--- src/rtl/cfg_count_stat_mc.sv ---
// Multi-channel statistics counter bank: per-channel edge/level event counting with
// saturate-or-wrap overflow, sticky overflow flags, read-clear or sticky read, and global clear.
module cfg_count_stat_mc #(
  parameter int NUM_CH    = 4,
  parameter int CNT_WIDTH = 32,
  parameter bit SAT_EN    = 1'b1,
  localparam int AW       = (NUM_CH > 1) ? $clog2(NUM_CH) : 1
) (
  input  logic                 clk,
  input  logic                 rst,
  input  logic                 rd_count_mode,
  input  logic [NUM_CH-1:0]    sample_mode,
  input  logic                 clr_all,
  input  logic [NUM_CH-1:0]    data_in,
  input  logic [NUM_CH-1:0]    data_in_vld,
  input  logic                 rd,
  input  logic [AW-1:0]        rd_addr,
  output logic [CNT_WIDTH-1:0] rd_data,
  output logic                 rd_ovf,
  output logic                 rd_ack
);

  logic [CNT_WIDTH-1:0] cnt [NUM_CH];
  logic [CNT_WIDTH-1:0] nxt [NUM_CH];
  logic [NUM_CH-1:0]    ovf;
  logic [NUM_CH-1:0]    prev;
  logic [NUM_CH-1:0]    inc;
  logic [NUM_CH-1:0]    ovf_set;
  logic [NUM_CH-1:0]    rd_clr;

  logic                 rd_hit;
  logic [CNT_WIDTH-1:0] sel_data;
  logic                 sel_ovf;

  // NOTE: every always_comb output gets a default first so no path leaves it unassigned (no latch).
  always_comb begin
    inc      = '0;
    ovf_set  = '0;
    rd_clr   = '0;
    rd_hit   = 1'b0;
    sel_data = '0;
    sel_ovf  = 1'b0;
    for (int i = 0; i < NUM_CH; i++) begin
      nxt[i] = cnt[i];
      if (data_in_vld[i]) begin
        inc[i] = sample_mode[i] ? data_in[i] : (data_in[i] & ~prev[i]);
      end
      ovf_set[i] = inc[i] && (cnt[i] == {CNT_WIDTH{1'b1}});
      if (!(ovf_set[i] && SAT_EN)) begin
        nxt[i] = cnt[i] + CNT_WIDTH'(inc[i]);
      end
      // The read reports the post-increment value so a same-cycle event is never lost.
      if (rd && (rd_addr == AW'(i))) begin
        rd_hit    = 1'b1;
        sel_data  = nxt[i];
        sel_ovf   = ovf[i] | ovf_set[i];
        rd_clr[i] = ~rd_count_mode;
      end
    end
  end

  // NOTE: sequential state uses non-blocking assignments so every register samples pre-edge values.
  always_ff @(posedge clk) begin
    if (rst) begin
      // NOTE: the counter array is small register state (not RAM), so it is cleared in a reset loop.
      for (int i = 0; i < NUM_CH; i++) begin
        cnt[i] <= '0;
      end
      ovf     <= '0;
      prev    <= '0;
      rd_data <= '0;
      rd_ovf  <= 1'b0;
      rd_ack  <= 1'b0;
    end else begin
      for (int i = 0; i < NUM_CH; i++) begin
        if (data_in_vld[i]) begin
          prev[i] <= data_in[i];
        end
        if (clr_all || rd_clr[i]) begin
          cnt[i] <= '0;
          ovf[i] <= 1'b0;
        end else begin
          cnt[i] <= nxt[i];
          ovf[i] <= ovf[i] | ovf_set[i];
        end
      end
      rd_ack <= rd;
      // Out-of-range addresses still acknowledge, returning zero.
      if (rd) begin
        rd_data <= rd_hit ? sel_data : '0;
        rd_ovf  <= rd_hit & sel_ovf;
      end
    end
  end

endmodule

--- config.mk ---
export PLATFORM = sky130hd
export DESIGN_NAME = cfg_count_stat_mc
export DESIGN_NICKNAME = d
export VERILOG_FILES = /design/src/rtl/cfg_count_stat_mc.sv
export SDC_FILE = /design/constraint.sdc
export NUM_CORES = 1
export LEC_CHECK = 0
export CORE_ASPECT_RATIO = 0.75
export CORE_UTILIZATION = 30
export DETAILED_ROUTE_END_ITERATION = 10
export MAX_ROUTING_LAYER = met4
export PLACE_DENSITY_LB_ADDON = 0.05
export SETUP_SLACK_MARGIN = 0.1
export SLEW_MARGIN = 15
export SYNTH_ARGS = -nofsm -noshare
export SYNTH_HDL_FRONTEND = slang
export SYNTH_SLANG_ARGS = --single-unit
--- constraint.sdc ---
create_clock -name clk -period 2.96 [get_ports clk]
set_input_delay 0.888 -clock clk [delete_from_list [all_inputs] [get_ports clk]]
set_output_delay 0.888 -clock clk [all_outputs]
set_load 0.1 [all_outputs]
==> flow_summary_export.csv, run 1 <==
group,metric,value,unit
setup_path,crit_chain,"clkdlybuf4s50_1 -> nor2b_2 -> buf_4 -> nor4_4 -> a21bo_2 -> buf_4 -> nor3_1 -> xnor2_1 -> o221a_2 -> a211oi_1",
finish,final_common_cell,"buf_4",
synth,ys_ff_latch,170,
finish,final_util,0.445,
setup_path,crit_top_cell,"buf_4",
synth,ys_types,77,
route,post-route-drc-count,0,
route,drtIter0Drc,781,
finish,fin_cells,1871,
grt,grt_pass1_wl,55500,um
timing,grt_setup_unrepaired,"true",
setup_path,crit_type,"input port to flop",
floorplanning,initial_core_util,0.309,
route,via_count,9204,
setup_path,critPathTopFamily,"buffers and inverters",
finish,ff_latch_area,4680,sq um
clock_network,cts.sinks,170,
route,wl_per_cell,20.1,um
timing,holdWs,463,ps
timing,post-route-worst-setup-slack,120,ps
floorplanning,fp-row-count,56,
synth,synth-seq-area-share,0.477,
timing,fin_crit_sh,0.960,
setup_path,crit_slowest_cell,"clkdlybuf4s50_1",
timing,setup_viol,0,
floorplanning,die_h,159,um
power,seqPwrFrac,0.465,
grt,gr-total-overflow,0,
power,p_sw,1890,uW
finish,final_cell_mix,"buf_4 (262), nor2_1 (178), edfxtp_1 (128), conb_1 (128), nand2_1 (75)",
synth,ys.flop_type,"edfxtp_1",
clock_network,cts_max_path_buffers,2,
finish,multi_input_area,5920,sq um
setup_path,cp_max_fo,8,
placed_design,gp_congestion,0.937,
clock_network,clk_pin_slew,80,ps
synth,synth-edff-count,128,
power,internal_power,4240,uW
setup_path,critPathBufInv,3,
placed_design,dp.cells,1823,
timing,hold_viol,0,
synth,ys_warn_count,0,
clock_network,cts_tree,"done",
power,vdd.ir_drop.worst,0.340,mV
floorplanning,ios,53,
clock_network,cts-root-buf,"clkbuf_16",
power,leakagePower,0.00539,uW
synth,synth_cells,1024,
floorplanning,core-area,31700,sq um
setup_path,cp-end-kind,"flop",
route,wl,37500,um
timing,maxSlewViolCount,0,
setup_path,start_kind,"input port",
finish,layout-drive-gt1-share,0.288,
setup_path,arrival,3170,ps
grt,antenna_found_initial,0,
route,ant_nets,0,
route,avgViaCountPerCell,4.92,
placed_design,pre_cts_slack,-722,ps
grt,grt_max_degree,34,
clock_network,cts_hold_buf,0,
placed_design,dp_hpwl,29900,um
power,clkPwrFrac,0.369,
power,power.total,6130,uW
power,pwr_density_cell,434,nW/um^2
timing,fin_worst_skew,11.9,ps
setup_path,crit_required,3290,ps
placed_design,io_buffer_count,52,
clock_network,clk-insertion-delay-late,460,ps
synth,syn_area,9820,sq um
power,pwr-share-comb,0.167,
finish,diodes,0,
hold_path,hp-class,"flop to flop",
floorplanning,die_w,211,um
finish,synthToLayoutAreaGrowth,43.9,%
synth,synthArstFlopShare,0,
route,dr.pass1.iters,5,
synth,avgSynthCellArea,9.59,sq um
power,p_sw_frac,0.309,
setup_path,slowest_delay,480,ps
finish,layout.nets,1450,
timing,min_period,2840,ps
run_status,status,"finished, final reports clean",
finish,fillers,3164,
flow_run,max-cap-violations,0,
timing,tightestPinTransition,691,ps
grt,grt_pass1_vias,8587,
timing,slew_headroom,0.538,
timing,max_freq,352,MHz
clock_network,cts_htree_levels,4,
clock_network,cts_made_buffers,17,
floorplanning,die_area,33500,sq um
grt,grt_use_total,0.238,
## registers in the layout, indices dropped and copies added (netlist names)
name,flops
cnt,128
rd_data,32
rd_ovf,1
ovf,4
prev,4
rd_ack,1
## per-stage QoR
stage	area (sq um)	TNS [ps]
after floorplan	10300	0
after global placement	12900	-42500
after detailed placement	12900	-43370
after CTS	13800	0
after global routing	14100	0
final	14100	0
## metal layers
metal | vias to the layer above | share of wire | track usage
met4 | 0 | 0.014 | 0.0556
met5 | - | 0 | -
met1 | 4483 | 0.52 | 0.358
met3 | 21 | 0.049 | 0.0331
li1 | 4486 | - | -
met2 | 214 | 0.41 | 0.331
## cells in the mapped netlist, types with 12 or more instances
library cell	number	area [sq um]
a21oi_1	20	100
nor2b_1	16	100
nor2_1	186	698
dfxtp_1	42	841
xor2_1	47	412
and4_1	12	105
nand3_1	61	305
a211oi_1	12	90.1
and3_1	17	106
nand2_1	81	304
clkbuf_1	33	124
and2_1	15	93.8
o221ai_1	13	114
xnor2_1	61	534
nor4_1	20	125
nor3_1	32	160
nand4_1	47	294
inv_1	17	63.8
edfxtp_1	128	3840
## worst paths after layout
| path | start | endpoint | slack [ps] | depth (start not counted) |
|---|---|---|---|---|
| setup / recovery | sample_mode[1] | rd_data[30]$_SDFFE_PP0P_ | 120 | 10 |
| hold / removal | ovf[3]$_SDFF_PN0_ | ovf[3]$_SDFF_PN0_ | 460 | 2 |
| hold reg to reg | ovf[3]$_SDFF_PN0_ | ovf[3]$_SDFF_PN0_ | 460 | 2 |
| setup reg to reg | cnt[2][15]$_SDFFCE_PN0P_ | rd_data[3]$_SDFFE_PP0P_ | 270 | 8 |
## tightest hold or removal path, cell delays in order, from the launching register on
cell     delay (ps)
dfxtp_1         310
nor2_1           50
nor2_1           70
## timing repair
action                     4_1_cts  5_1_grt
setup endpoints to repair       38       45
resized for setup               59       55
pin swaps                       30       31
setup buffers                   11        6
## kinds of logic after synthesis
kind of cell             count (synthesis)  share of synthesized area
multiplexers                             2                    0.00204
XOR/XNOR                               111                      0.101
other                                    1                   0.000382
adder cells (fa/ha/maj)                  8                     0.0102
AO/OA/AOI/OAI                          148                      0.118
buffers and inverters                   58                     0.0229
AND/OR/NAND/NOR                        526                      0.268
flip-flops                             170                      0.477
## power groups by stage
| stage | clock [uW] | sequential, uW | combinational [uW] |
|---|---|---|---|
| 2_1_floorplan | 0 | 3070 | 326 |
| 3_3_place_gp | 0 | 2890 | 975 |
| 3_5_place_dp | 0 | 2890 | 973 |
| 4_1_cts | 2320 | 2840 | 995 |
| 5_1_grt | 2380 | 2870 | 1080 |
| 6_report | 2260 | 2850 | 1020 |
## layout make-up
cell class	instances	area share
multi-input combinational	923	0.419
sequential	170	0.332
timing repair buffer	293	0.166
tap	435	0.0385
clock buffer	18	0.0304
clock inverter	14	0.00983
inverter	18	0.00478
Note: power is estimated with default switching activity, not from simulation.
==> inputs of run 2 (changes only) <==
CAP_MARGIN = 20   (was default)
CORE_MARGIN = 3   (was default)
==> flow_summary_export.csv, run 2 (same netlist as run 1, synthesis figures left out) <==
group,metric,value,unit
route,avgViaCountPerCell,4.97,
floorplanning,ios,53,
timing,grt_setup_unrepaired,"true",
route,post-route-drc-count,0,
finish,layout-drive-gt1-share,0.272,
timing,hold_viol,0,
setup_path,r2r_slack,270,ps
finish,diodes,0,
placed_design,dp_hpwl,29700,um
finish,final_cell_mix,"buf_4 (258), nor2_1 (178), edfxtp_1 (128), conb_1 (128), nand2_1 (76)",
grt,grt_use_total,0.224,
power,vdd.ir_drop.worst,0.358,mV
route,drtIter0Drc,1007,
timing,holdWs,460,ps
setup_path,cp-end-kind,"flop",
clock_network,cts_tree,"done",
timing,setup_viol,0,
timing,tightestPinTransition,688,ps
hold_path,holdPathStages,2,
placed_design,gp_congestion,0.930,
floorplanning,fp-row-count,56,
route,dr.pass1.iters,5,
clock_network,cts.sinks,170,
placed_design,dpl_cell_area,12900,sq um
finish,final_common_cell,"buf_4",
finish,reg_top3,"cnt x128, rd_data x32",
floorplanning,die_w,215,um
finish,multi_input_area,5780,sq um
run_status,status,"finished, final reports clean",
route,via_count,9262,
finish,fin_cells,1862,
hold_path,hp-class,"flop to flop",
grt,gr-total-overflow,0,
timing,slew_headroom,0.539,
grt,grt_pass1_wl,55800,um
finish,largest_register_ffs,128,
timing,min_period,2790,ps
finish,ff_latch_area,4680,sq um
power,pwr_density_cell,438,nW/um^2
finish,final_util,0.438,
route,wl,37700,um
power,pwr-share-comb,0.166,
finish,fillers,3230,
finish,top_register,"cnt",
route,wl_per_cell,20.3,um
timing,max_freq,358,MHz
setup_path,crit_required,3360,ps
clock_network,clk_pin_slew,70,ps
clock_network,cts_made_buffers,17,
route,ant_nets,0,
finish,stdcell_area,13900,sq um
power,seqPwrFrac,0.467,
setup_path,arrival,3190,ps
clock_network,clk-insertion-delay-late,450,ps
grt,grt_max_degree,34,
floorplanning,die_area,35000,sq um
grt,grt_pass1_vias,8696,
timing,fin_worst_skew,9.38,ps
placed_design,dp.cells,1820,
setup_path,start_kind,"input port",
finish,synthToLayoutAreaGrowth,41.6,%
power,internal_power,4240,uW
grt,antenna_found_initial,0,
floorplanning,core-area,31700,sq um
setup_path,reg2reg_depth,9,
power,p_sw_frac,0.305,
finish,layout.nets,1441,
clock_network,cts-root-buf,"clkbuf_16",
power,leakagePower,0.00525,uW
clock_network,cts_htree_levels,4,
placed_design,io_buffer_count,52,
flow_run,max-cap-violations,0,
power,p_sw,1860,uW
floorplanning,initial_core_util,0.309,
timing,fin_crit_sh,0.943,
floorplanning,die_h,163,um
timing,maxSlewViolCount,0,
setup_path,cp_max_fo,3,
setup_path,crit_type,"input port to flop",
clock_network,cts_max_path_buffers,2,
power,clkPwrFrac,0.367,
## run 2: cell count changes in the layout (fill, tap and decap cells not counted), moves of 4 or more
cell           previous run  this run
buf_6                     6         1
buf_4                   262       258
clkinv_4                  7         3
dlygate4sd2_1             5         9
## run 2: timing repair
| action | CTS | global route |
|---|---|---|
| pin swaps | 21 | 19 |
| buffers inserted | 5 | 5 |
| setup endpoints to repair | 35 | 38 |
| gates resized for setup | 47 | 37 |
| hold buffers | 0 | 0 |
## run 2: worst max-delay path, cell delays in order
cell and delay [ps]:
dlygate4sd2_1 240, nor2b_2 120, buf_4 140, nor4_4 40
buf_4 150, buf_4 130, and3_4 190, nor4_4 290
xnor2_1 120, buf_4 150, a222oi_1 440, buf_4 200
o21a_1 100
## run 2: final timing paths
kind                                 start                        to
setup / recovery            sample_mode[1]  rd_data[22]$_SDFFE_PP0P_
hold / removal           ovf[1]$_SDFF_PN0_         ovf[1]$_SDFF_PN0_
setup reg to reg  cnt[3][14]$_SDFFCE_PN0P_   rd_data[3]$_SDFFE_PP0P_
hold reg to reg          ovf[1]$_SDFF_PN0_         ovf[1]$_SDFF_PN0_
## run 2: metrics by stage
step / total power [uW] / setup TNS (ps) / setup WS, ps
finish: 6100 / 0 / 168
CTS: 6140 / 0 / 77.6
global placement: 3870 / -40110 / -597
detailed placement: 3870 / -40550 / -587
global route: 6340 / 0 / 34.2
floorplan: 3400 / 0 / 94.8
## run 2: final cells by class
type / instances / area share
multi-input cells: 923 / 0.416
clock buffers: 21 / 0.0346
inverters: 18 / 0.00486
flip-flops and latches: 170 / 0.337
well taps: 435 / 0.0391
repair buffers: 284 / 0.163
clock inverters: 11 / 0.00594
## run 2: routing by layer
| metal | track usage | vias up | wire length, um |
|---|---|---|---|
| met5 | - | - | 0 |
| met4 | 0.0810 | 0 | 1090 |
| met3 | 0.0371 | 44 | 2090 |
| met2 | 0.302 | 237 | 15200 |
| met1 | 0.334 | 4504 | 19400 |
| li1 | - | 4477 | - |
## run 2: power by group through the flow
stage | registers [uW] | clock network (uW) | logic [uW]
after floorplan | 3070 | 0 | 326
after global placement | 2900 | 0 | 974
after detailed placement | 2900 | 0 | 974
after CTS | 2850 | 2300 | 988
after global routing | 2870 | 2400 | 1080
final | 2850 | 2240 | 1010
==> inputs of run 3 (changes only) <==
CTS_CLUSTER_DIAMETER = 150   (was default)
==> results of run 3 <==
Final layout, timing and power as in run 2 (identical DEF).
